==> config.mk <==
export PLATFORM = sky130hd
export DESIGN_NAME = pipe_ctrl
export DESIGN_NICKNAME = d
export VERILOG_FILES = /design/src/rtl/pipe_ctrl.sv
export SDC_FILE = /design/constraint.sdc
export NUM_CORES = 1
export LEC_CHECK = 0
export CORE_MARGIN = 2
export CORE_UTILIZATION = 44
export DETAILED_ROUTE_END_ITERATION = 6
export PLACE_DENSITY = 0.83
export SLEW_MARGIN = 20
export SYNTH_ARGS = -nofsm -noshare
export SYNTH_HDL_FRONTEND = slang
export SYNTH_SLANG_ARGS = --single-unit
==> constraint.sdc <==
create_clock -name clk -period 2.65 [get_ports clk]
set_input_delay 0.265 -clock clk [delete_from_list [all_inputs] [get_ports clk]]
set_output_delay 0.265 -clock clk [all_outputs]
set_load 0.01 [all_outputs]
==> src/rtl/pipe_ctrl.sv <==
// Pipeline hold/flush arbitration for the if_id -> id -> ex core.
// Also owns the external bus grant, its watchdog and a stall counter.
module pipe_ctrl #(
  parameter int unsigned FLUSH_CYCLES = 2,
  parameter int unsigned HOLD_TIMEOUT = 255
) (
  input  logic        clk,
  input  logic        rst,
  input  logic        jump_flag_i,
  input  logic [31:0] jump_addr_i,
  input  logic        hold_ex_i,
  input  logic        hold_bus_i,
  input  logic        ex_load_i,
  input  logic [4:0]  ex_reg_waddr_i,
  input  logic [4:0]  id_reg1_raddr_i,
  input  logic [4:0]  id_reg2_raddr_i,
  output logic        jump_flag_o,
  output logic [31:0] jump_addr_o,
  output logic        flush_o,
  output logic [2:0]  hold_flag_o,
  output logic        bus_grant_o,
  output logic        timeout_o,
  output logic [31:0] stall_cnt_o
);

  typedef enum logic {RUN, FLUSH} state_e;

  localparam logic [2:0]  FLUSH_LOAD = 3'(FLUSH_CYCLES - 1);
  localparam logic [15:0] TMO        = 16'(HOLD_TIMEOUT);
  localparam bit          TMO_EN     = (HOLD_TIMEOUT != 0);
  localparam bit          MULTI      = (FLUSH_CYCLES > 1);

  state_e      state_q, state_d;
  logic [2:0]  flush_cnt_q, flush_cnt_d;
  logic        grant_q, grant_d;
  logic [15:0] bus_cnt_q, bus_cnt_d;
  logic        timeout_q, timeout_d;
  logic [31:0] stall_q, stall_d;

  logic        lu;
  logic        flush;
  logic        grant;
  logic [2:0]  hold;

  always_comb begin
    lu = ex_load_i
       & (ex_reg_waddr_i != 5'd0)
       & ((id_reg1_raddr_i == ex_reg_waddr_i)
        | (id_reg2_raddr_i == ex_reg_waddr_i));
    flush = jump_flag_i | (state_q == FLUSH);
    grant = grant_q & hold_bus_i;
    hold  = 3'd0;
    // rst gates the drain hold so a core in reset never freezes the PC
    if (grant | hold_ex_i) begin
      hold = 3'd3;
    end else if (hold_bus_i & rst) begin
      hold = 3'd1;
    end else if (lu & ~flush) begin
      hold = 3'd2;
    end
  end

  always_comb begin
    state_d     = state_q;
    flush_cnt_d = flush_cnt_q;
    if (jump_flag_i) begin
      flush_cnt_d = FLUSH_LOAD;
      state_d     = MULTI ? FLUSH : RUN;
    end else if (state_q == FLUSH) begin
      if (flush_cnt_q != 3'd0) begin
        flush_cnt_d = flush_cnt_q - 3'd1;
      end
      if (flush_cnt_q <= 3'd1) begin
        state_d = RUN;
      end
    end
  end

  always_comb begin
    grant_d   = hold_bus_i & ~jump_flag_i & ~hold_ex_i;
    bus_cnt_d = 16'd0;
    if (hold_bus_i) begin
      bus_cnt_d = (bus_cnt_q == 16'hFFFF) ? bus_cnt_q
                                          : bus_cnt_q + 16'd1;
    end
    timeout_d = timeout_q
              | (TMO_EN && hold_bus_i && (bus_cnt_d == TMO));
    stall_d = stall_q;
    if ((hold != 3'd0) && (stall_q != 32'hFFFF_FFFF)) begin
      stall_d = stall_q + 32'd1;
    end
  end

  always_ff @(posedge clk or negedge rst) begin
    if (!rst) begin
      state_q     <= RUN;
      flush_cnt_q <= 3'd0;
      grant_q     <= 1'b0;
      bus_cnt_q   <= 16'd0;
      timeout_q   <= 1'b0;
      stall_q     <= 32'd0;
    end else begin
      state_q     <= state_d;
      flush_cnt_q <= flush_cnt_d;
      grant_q     <= grant_d;
      bus_cnt_q   <= bus_cnt_d;
      timeout_q   <= timeout_d;
      stall_q     <= stall_d;
    end
  end

  assign jump_flag_o = jump_flag_i;
  assign jump_addr_o = jump_addr_i;
  assign flush_o     = flush;
  assign hold_flag_o = hold;
  assign bus_grant_o = grant;
  assign timeout_o   = timeout_q;
  assign stall_cnt_o = stall_q;

endmodule

# Word level (Yosys, flattened, before mapping)
# Cells that the tools add are included.
[word_totals] mem_bits_ro=0 ff_bits=54 latchBits=0 wordCells=48 ramBits=0 memories=0 out_inout_bits=71
[op_classes] magnitude_cmp=1 n_mux=11 div=0 n_eq_ne=5 bitwise_logic=14 n_shift=0 addsub=3 reduce_logical=8 n_mul=0
[ops] operator="adder 32 x 1 -> 32 bit (second input constant)" count=1
[ops] operator="two-way mux 16 bit" count=2
[ops] operator="inequality test 32 bit (second input constant)" count=1
[ops] operator="adder 16 x 1 -> 16 bit (second input constant)" count=1
[ops] operator="equality test 16 bit (second input constant)" count=1
[ops] operator="equality test 16 x 8 -> 1 bit (second input constant)" count=1
[ops] operator="two-way mux 3 bit" count=5
[ops] operator="equality test 5 bit" count=2
[ops] operator="AND 1 bit" count=7
[ops] operator="nonzero test 3 bit" count=2
[ops] operator="nonzero test 5 bit" count=1
[ops] operator="OR 1 bit" count=4
[ops] operator="nonzero test 2 bit" count=2
[ops] operator="less-or-equal comparator 3 x 1 -> 1 bit (second input constant)" count=1
[ops] operator="two-way mux 1 bit" count=3
[ops] operator="NOT 1 bit" count=3
[ops] operator="subtractor 3 x 1 -> 3 bit (second input constant)" count=1
[ops] operator="logical AND 1 bit" count=2
[ops] operator="two-way mux 2 bit" count=1
[ops] operator="AND reduction 2 bit" count=1

# Logic depth before layout (Yosys ltp)
[logic_depth] word_depth=9 depth_mapped=9 depth_no_buf=8

# Worst setup path after synthesis
# Ideal clock, no wire load.
[synth_path] kind="reg-to-reg" start="register bus_cnt_q[0]" end="register timeout_q, in the netlist timeout_o" period_less_slack_ns=2.226 stages_incl_launch_ff=9 t_arrival_ns=2.134 required_time_ns=2.558 slack_ns=0.424 path_cell_list="dfrtp_1 -> ha_1 -> nand2_1 -> or3_4 -> o31ai_1 -> o31a_2 -> nand3b_1 -> or4_4 -> o31ai_2"
[synth_between] elab_chain_cells=6 word_cells_on_any_way=7
[synth_rtl] item="start: declaration" line_no="36" source="logic [15:0] bus_cnt_q, bus_cnt_d;"
[synth_rtl] item="start signal: assignment" line_no="106" source="bus_cnt_q <= bus_cnt_d;"
[synth_rtl] item="adder 16 x 1 -> 16 bit / equality test 16 bit (equally long branches)" line_no="84, 83"
[synth_rtl] item="two-way mux 16 bit (*)" line_no="83" source="bus_cnt_d = (bus_cnt_q == 16'hFFFF) ? bus_cnt_q"
[synth_rtl] item="two-way mux 16 bit (*)" line_no="82" source="if (hold_bus_i) begin"
[synth_rtl] item="equality test 16 x 8 -> 1 bit (*)" line_no="87" source="| (TMO_EN && hold_bus_i && (bus_cnt_d == TMO));"
[synth_rtl] item="logical AND 1 bit (*)" line_no="87"
[synth_rtl] item="OR 1 bit (*)" line_no="87"
[synth_rtl] item="via timeout_d" line_no="37" source="logic timeout_q, timeout_d;"
[synth_rtl] item="end signal: assignment" line_no="107" source="timeout_q <= timeout_d;"
[synth_rtl] item="end: declaration" line_no="37"
# Mark *: on every way through the listed nets, which the timed path passes. The rest lies on a longest branch.
# A chain may end at the register's enable or synchronous reset.

# Worst setup path in the final report
[layout_path] start="input ex_reg_waddr_i[2]" end="output hold_flag_o[1]"
[layout_between] elab_chain_cells=7 word_cells_on_any_way=10
[layout_rtl] item="start: declaration" line_no="14" source="input logic [4:0] ex_reg_waddr_i,"
[layout_rtl] item="equality test 5 bit, or another cell as far along" line_no="48" source="& ((id_reg1_raddr_i == ex_reg_waddr_i)"
[layout_rtl] item="OR 1 bit / AND 1 bit (equally long branches)" line_no="49, 47"
[layout_rtl] item="AND 1 bit (*)" line_no="48"
[layout_rtl] item="AND 1 bit (*)" line_no="58" source="end else if (lu & ~flush) begin"
[layout_rtl] item="two-way mux 2 bit (*)" line_no="58"
[layout_rtl] item="two-way mux 3 bit (*)" line_no="56" source="end else if (hold_bus_i & rst) begin"
[layout_rtl] item="two-way mux 3 bit (*)" line_no="54" source="if (grant | hold_ex_i) begin"
[layout_rtl] item="end: declaration" line_no="20" source="output logic [2:0] hold_flag_o,"
# Mark *: on every way between the ends. The rest lies on a longest branch, timed or not.

==> results.md <==
- The flow ran to the end, and the final reports show no timing, DRC or antenna violations.
- In this run the static leakage power is 1.495 nW.
- The post-detailed-route count of antenna-violating nets is 0.
- For the worst setup path, the data required time is 2380 ps.
- The starting utilization of the core area is 0.4571.
- The level count of the clock H-tree is 2.
- The detailed router placed 2392 vias in this run.
- The wire-length estimate of the detail-placed layout is 4.974 mm.
- Dividing the detail-routed wire length by the instance count gives 14.95 um.
- Across every metal layer, demand over resource in global routing totals 0.1828.
- The net switching power figure is 580.0 uW.
- The starting DRC count in detailed routing is 105.
- In the synthesized netlist the dominant register cell turns out to be sky130_fd_sc_hd__dfrtp_1.
- The upper clock frequency limit is 391.7 MHz.
- For the pin with the worst max-slew slack, the measured transition is 672.6 ps.
- The combinational power share is 0.248.
- The internal power component is 1.350 mW.
- The number of global-route vias before repair is 2329.
- The maximum resistive drop on vdd is 0.3724 mV.
- The shortest period the worst path allows is 2553 ps.
- The vertical extent of the die is 88.01 um.
- Of the post-synthesis cell area, the dominant cell type holds 0.4351.
- The power per cell area is 524.9 nW/um2.
- The initial antenna violation count is 0.
- The top cell type by total area after synthesis is sky130_fd_sc_hd__dfrtp_1.
- The startpoint type of the worst setup path is an input port.
- The clock net in this run drives a total of 54 sinks.
- Yosys attributes the largest share of cell area to sky130_fd_sc_hd__dfrtp_1, sky130_fd_sc_hd__xnor2_1, sky130_fd_sc_hd__buf_4.
- The number of enable flip-flop cells after synthesis is 0.
- The number of max-slew violations in the final report came to 0.
- The count of final setup violators is 0.
- The floorplan has 30 rows.
- Setup repair after global routing left no endpoint under its margin.
- The die area is 7746 um2.
- The count of distinct cell types in the synthesized netlist is 49.
- Yosys printed 0 warnings.
- The global-route wire length before repair is 11.30 mm.
- The worst slack on hold paths is 130.2 ps.
- Routability-driven placement finished with a final weighted congestion of 0.8664.
- The number of max-cap violations is 0.
- The arrival time reported for the critical path endpoint is 2290 ps.
- Clock tree synthesis selected as its root buffer the cell sky130_fd_sc_hd__clkbuf_8.
- The area growth from synthesis to layout is 18.41%.
- The average vias per placed instance is 5.363.
- The category of the worst setup path capture point is a primary output.
- The final wirelength is 6.666 mm.
- The gate count after technology mapping is 315.
- In the routed design, unresolved DRC markers number 0.
- Of the total power, registers draw 0.523.
- The share of the Yosys chip area taken by registers is 0.4351.
- The register area is 1351 um2.
- Headroom to the max-slew limit came out at 0.5516.
- The fraction of power consumed by the clock network is 0.230.
- The net count of the finished layout is 407.
- The core region is 6794 um2.
- A synthesized cell averages 9.859 um2.
- The number of iterations in the first detailed-routing pass is 4.
- TritonCTS built the clock tree.
- The post-CTS clock slew at the launch and capture registers of the worst setup and hold paths is 90 ps.
- The multi-input combinational cells in the finished layout cover a total of 1449 um2.
- The later pin in the worst-skew pair is clocked with a latency of 300 ps.
- Clock skew on the completed layout was measured at 5.856 ps.
- After clock tree synthesis, the flow added hold-fix buffers numbering 0.
- Entering global routing, the biggest net connects 55 pins.
- The layout has 603 filler cells.
- The x dimension of the die is 88.01 um.
- The residual overflow from global routing is 0.
- The power consumption is 1.930 mW.
- The clock passes through at most 2 buffers.
- The worst setup path is of the input port to primary output kind.
- The path class of the tightest hold or removal check is input port to asynchronous set/reset pin.
- The number of failing hold endpoints at the final stage is 0.
- Port buffering added 58 buffers.
- The TritonCTS buffer count is 5.
- When the netlist entered floorplanning its net count stood at 372.
- The ratio of cells with drive above 1 in the final layout is 0.08571.
- The top-level port count is 124.
- The final period utilization is 0.9633.
- The count of antenna diodes in the layout is 0.
- In this run the cell area of the synthesized design comes to 3105 um2.
- Of the total power, the share spent switching nets is 0.3005.
- The critical-path maximum fanout is 3.
- Counting flops and latches in the post-synthesis netlist gives 54.
- For this run, asynchronously set or reset flops after synthesis account for 1.000.
through the flow:
| stage | setup TNS (ps) | util | setup slack (ps) | area, um2 | std cells |
|---|---|---|---|---|---|
| after floorplan | 0 | - | 424.0 | 3105 | 315 |
| after global placement | -895.3 | 0.5278 | -102.2 | 3586 | 439 |
| after detailed placement | -1941 | 0.5278 | -180.6 | 3586 | 439 |
| after CTS | 0 | 0.5396 | 92.63 | 3666 | 446 |
| after global routing | 0 | 0.5413 | 0.9641 | 3677 | 446 |
| final | 0 | 0.5413 | 97.26 | 3677 | 446 |
worst paths after layout:
check                                  to  depth (start not counted)  slack (ps)               from
setup / recovery           hold_flag_o[1]                          6         100  ex_reg_waddr_i[2]
hold / removal              bus_cnt_q[14]                          2         130                rst
setup reg to reg                timeout_o                          8         110       bus_cnt_q[0]
hold reg to reg                 timeout_o                          2         480          timeout_o
max in group asynchronous   bus_cnt_q[13]                          2        2080                rst
min in group clk                timeout_o                          2         480          timeout_o
power by group through the flow:
stage | clock [mW] | combinational [mW] | sequential [mW]
final | 0.443 | 0.478 | 1.01
after global routing | 0.496 | 0.532 | 1.02
after CTS | 0.455 | 0.484 | 1.01
after detailed placement | 0 | 0.482 | 1.02
after global placement | 0 | 0.468 | 1.02
after floorplan | 0 | 0.274 | 1.03
area by class of cell:
type,instances,area share
clock buffers,6,0.01973
clock inverters,1,0.002042
inverters,9,0.009187
multi-input cells,213,0.3940
flip-flops and latches,54,0.3675
well taps,96,0.03266
repair buffers,67,0.1749
cells in the mapped netlist, types with 3 or more instances:
cell	n
sky130_fd_sc_hd__and4_1	6
sky130_fd_sc_hd__ha_1	4
sky130_fd_sc_hd__inv_1	8
sky130_fd_sc_hd__nor3_1	8
sky130_fd_sc_hd__nand4_1	13
sky130_fd_sc_hd__nand2b_1	3
sky130_fd_sc_hd__o21ai_0	5
sky130_fd_sc_hd__nand2_1	27
sky130_fd_sc_hd__xor2_1	10
sky130_fd_sc_hd__mux2i_1	3
sky130_fd_sc_hd__nor2_1	16
sky130_fd_sc_hd__nor3_2	3
sky130_fd_sc_hd__nand3_1	22
sky130_fd_sc_hd__buf_4	36
sky130_fd_sc_hd__and2_1	8
sky130_fd_sc_hd__xnor2_1	39
sky130_fd_sc_hd__and3_1	8
sky130_fd_sc_hd__a21oi_1	5
sky130_fd_sc_hd__dfrtp_1	54
per-layer routing:
layer	global-route usage	routed length [um]	vias to the layer above
met5	0	0	-
met4	0.04683	90	0
met3	0.04618	520	12
met2	0.2955	3128	75
met1	0.2473	2926	1179
li1	-	-	1126
registers in the layout, indices dropped and copies added, names as in the netlist:
| register | count |
|---|---|
| stall_cnt_o | 32 |
| bus_cnt_q | 16 |
| grant_q | 1 |
| flush_cnt_q | 3 |
| timeout_o | 1 |
| state_q | 1 |
logic make-up after synthesis:
family / Yosys count / share of synthesized area
compound gates: 23 / 0.05358
simple gates: 131 / 0.2369
xor+xnor: 49 / 0.1382
other cells: 1 / 0.001208
mux: 5 / 0.01692
flops: 54 / 0.4351
buf+inv: 48 / 0.1019
fa+ha+maj: 4 / 0.01612
placed cells by master (no fill, tap or decap), types with 2 or more instances in the layout:
master / instances
sky130_fd_sc_hd__buf_4: 9
sky130_fd_sc_hd__nand2_1: 27
sky130_fd_sc_hd__nor2_1: 16
sky130_fd_sc_hd__nor2b_1: 2
sky130_fd_sc_hd__a211oi_1: 2
sky130_fd_sc_hd__and3_1: 8
sky130_fd_sc_hd__or4_1: 2
sky130_fd_sc_hd__and4_1: 6
sky130_fd_sc_hd__mux2i_1: 3
sky130_fd_sc_hd__xor2_1: 10
sky130_fd_sc_hd__inv_1: 8
sky130_fd_sc_hd__nand4_1: 13
sky130_fd_sc_hd__o22ai_1: 2
sky130_fd_sc_hd__xnor2_1: 39
sky130_fd_sc_hd__a21oi_1: 5
sky130_fd_sc_hd__clkbuf_8: 5
sky130_fd_sc_hd__ha_1: 4
sky130_fd_sc_hd__o21ai_0: 5
sky130_fd_sc_hd__nor3_1: 7
sky130_fd_sc_hd__and2_1: 8
sky130_fd_sc_hd__nand2b_1: 3
sky130_fd_sc_hd__nand3_1: 22
sky130_fd_sc_hd__clkdlybuf4s50_1: 57
sky130_fd_sc_hd__nor3_2: 3
sky130_fd_sc_hd__or2_1: 2
sky130_fd_sc_hd__nor3b_1: 2
sky130_fd_sc_hd__dfrtp_1: 54
repair_timing:
action                     CTS  global route
buffers inserted             0             0
setup endpoints to repair    0            15
gates resized for setup      0             2
critical path, stage by stage:
cell and delay (ps):
sky130_fd_sc_hd__clkdlybuf4s50_1 480, sky130_fd_sc_hd__or4_1 520, sky130_fd_sc_hd__nor2_1 150, sky130_fd_sc_hd__a2111oi_2 60, sky130_fd_sc_hd__a211o_1 320, sky130_fd_sc_hd__clkdlybuf4s50_1 490
(Power assumes the default switching activity.)
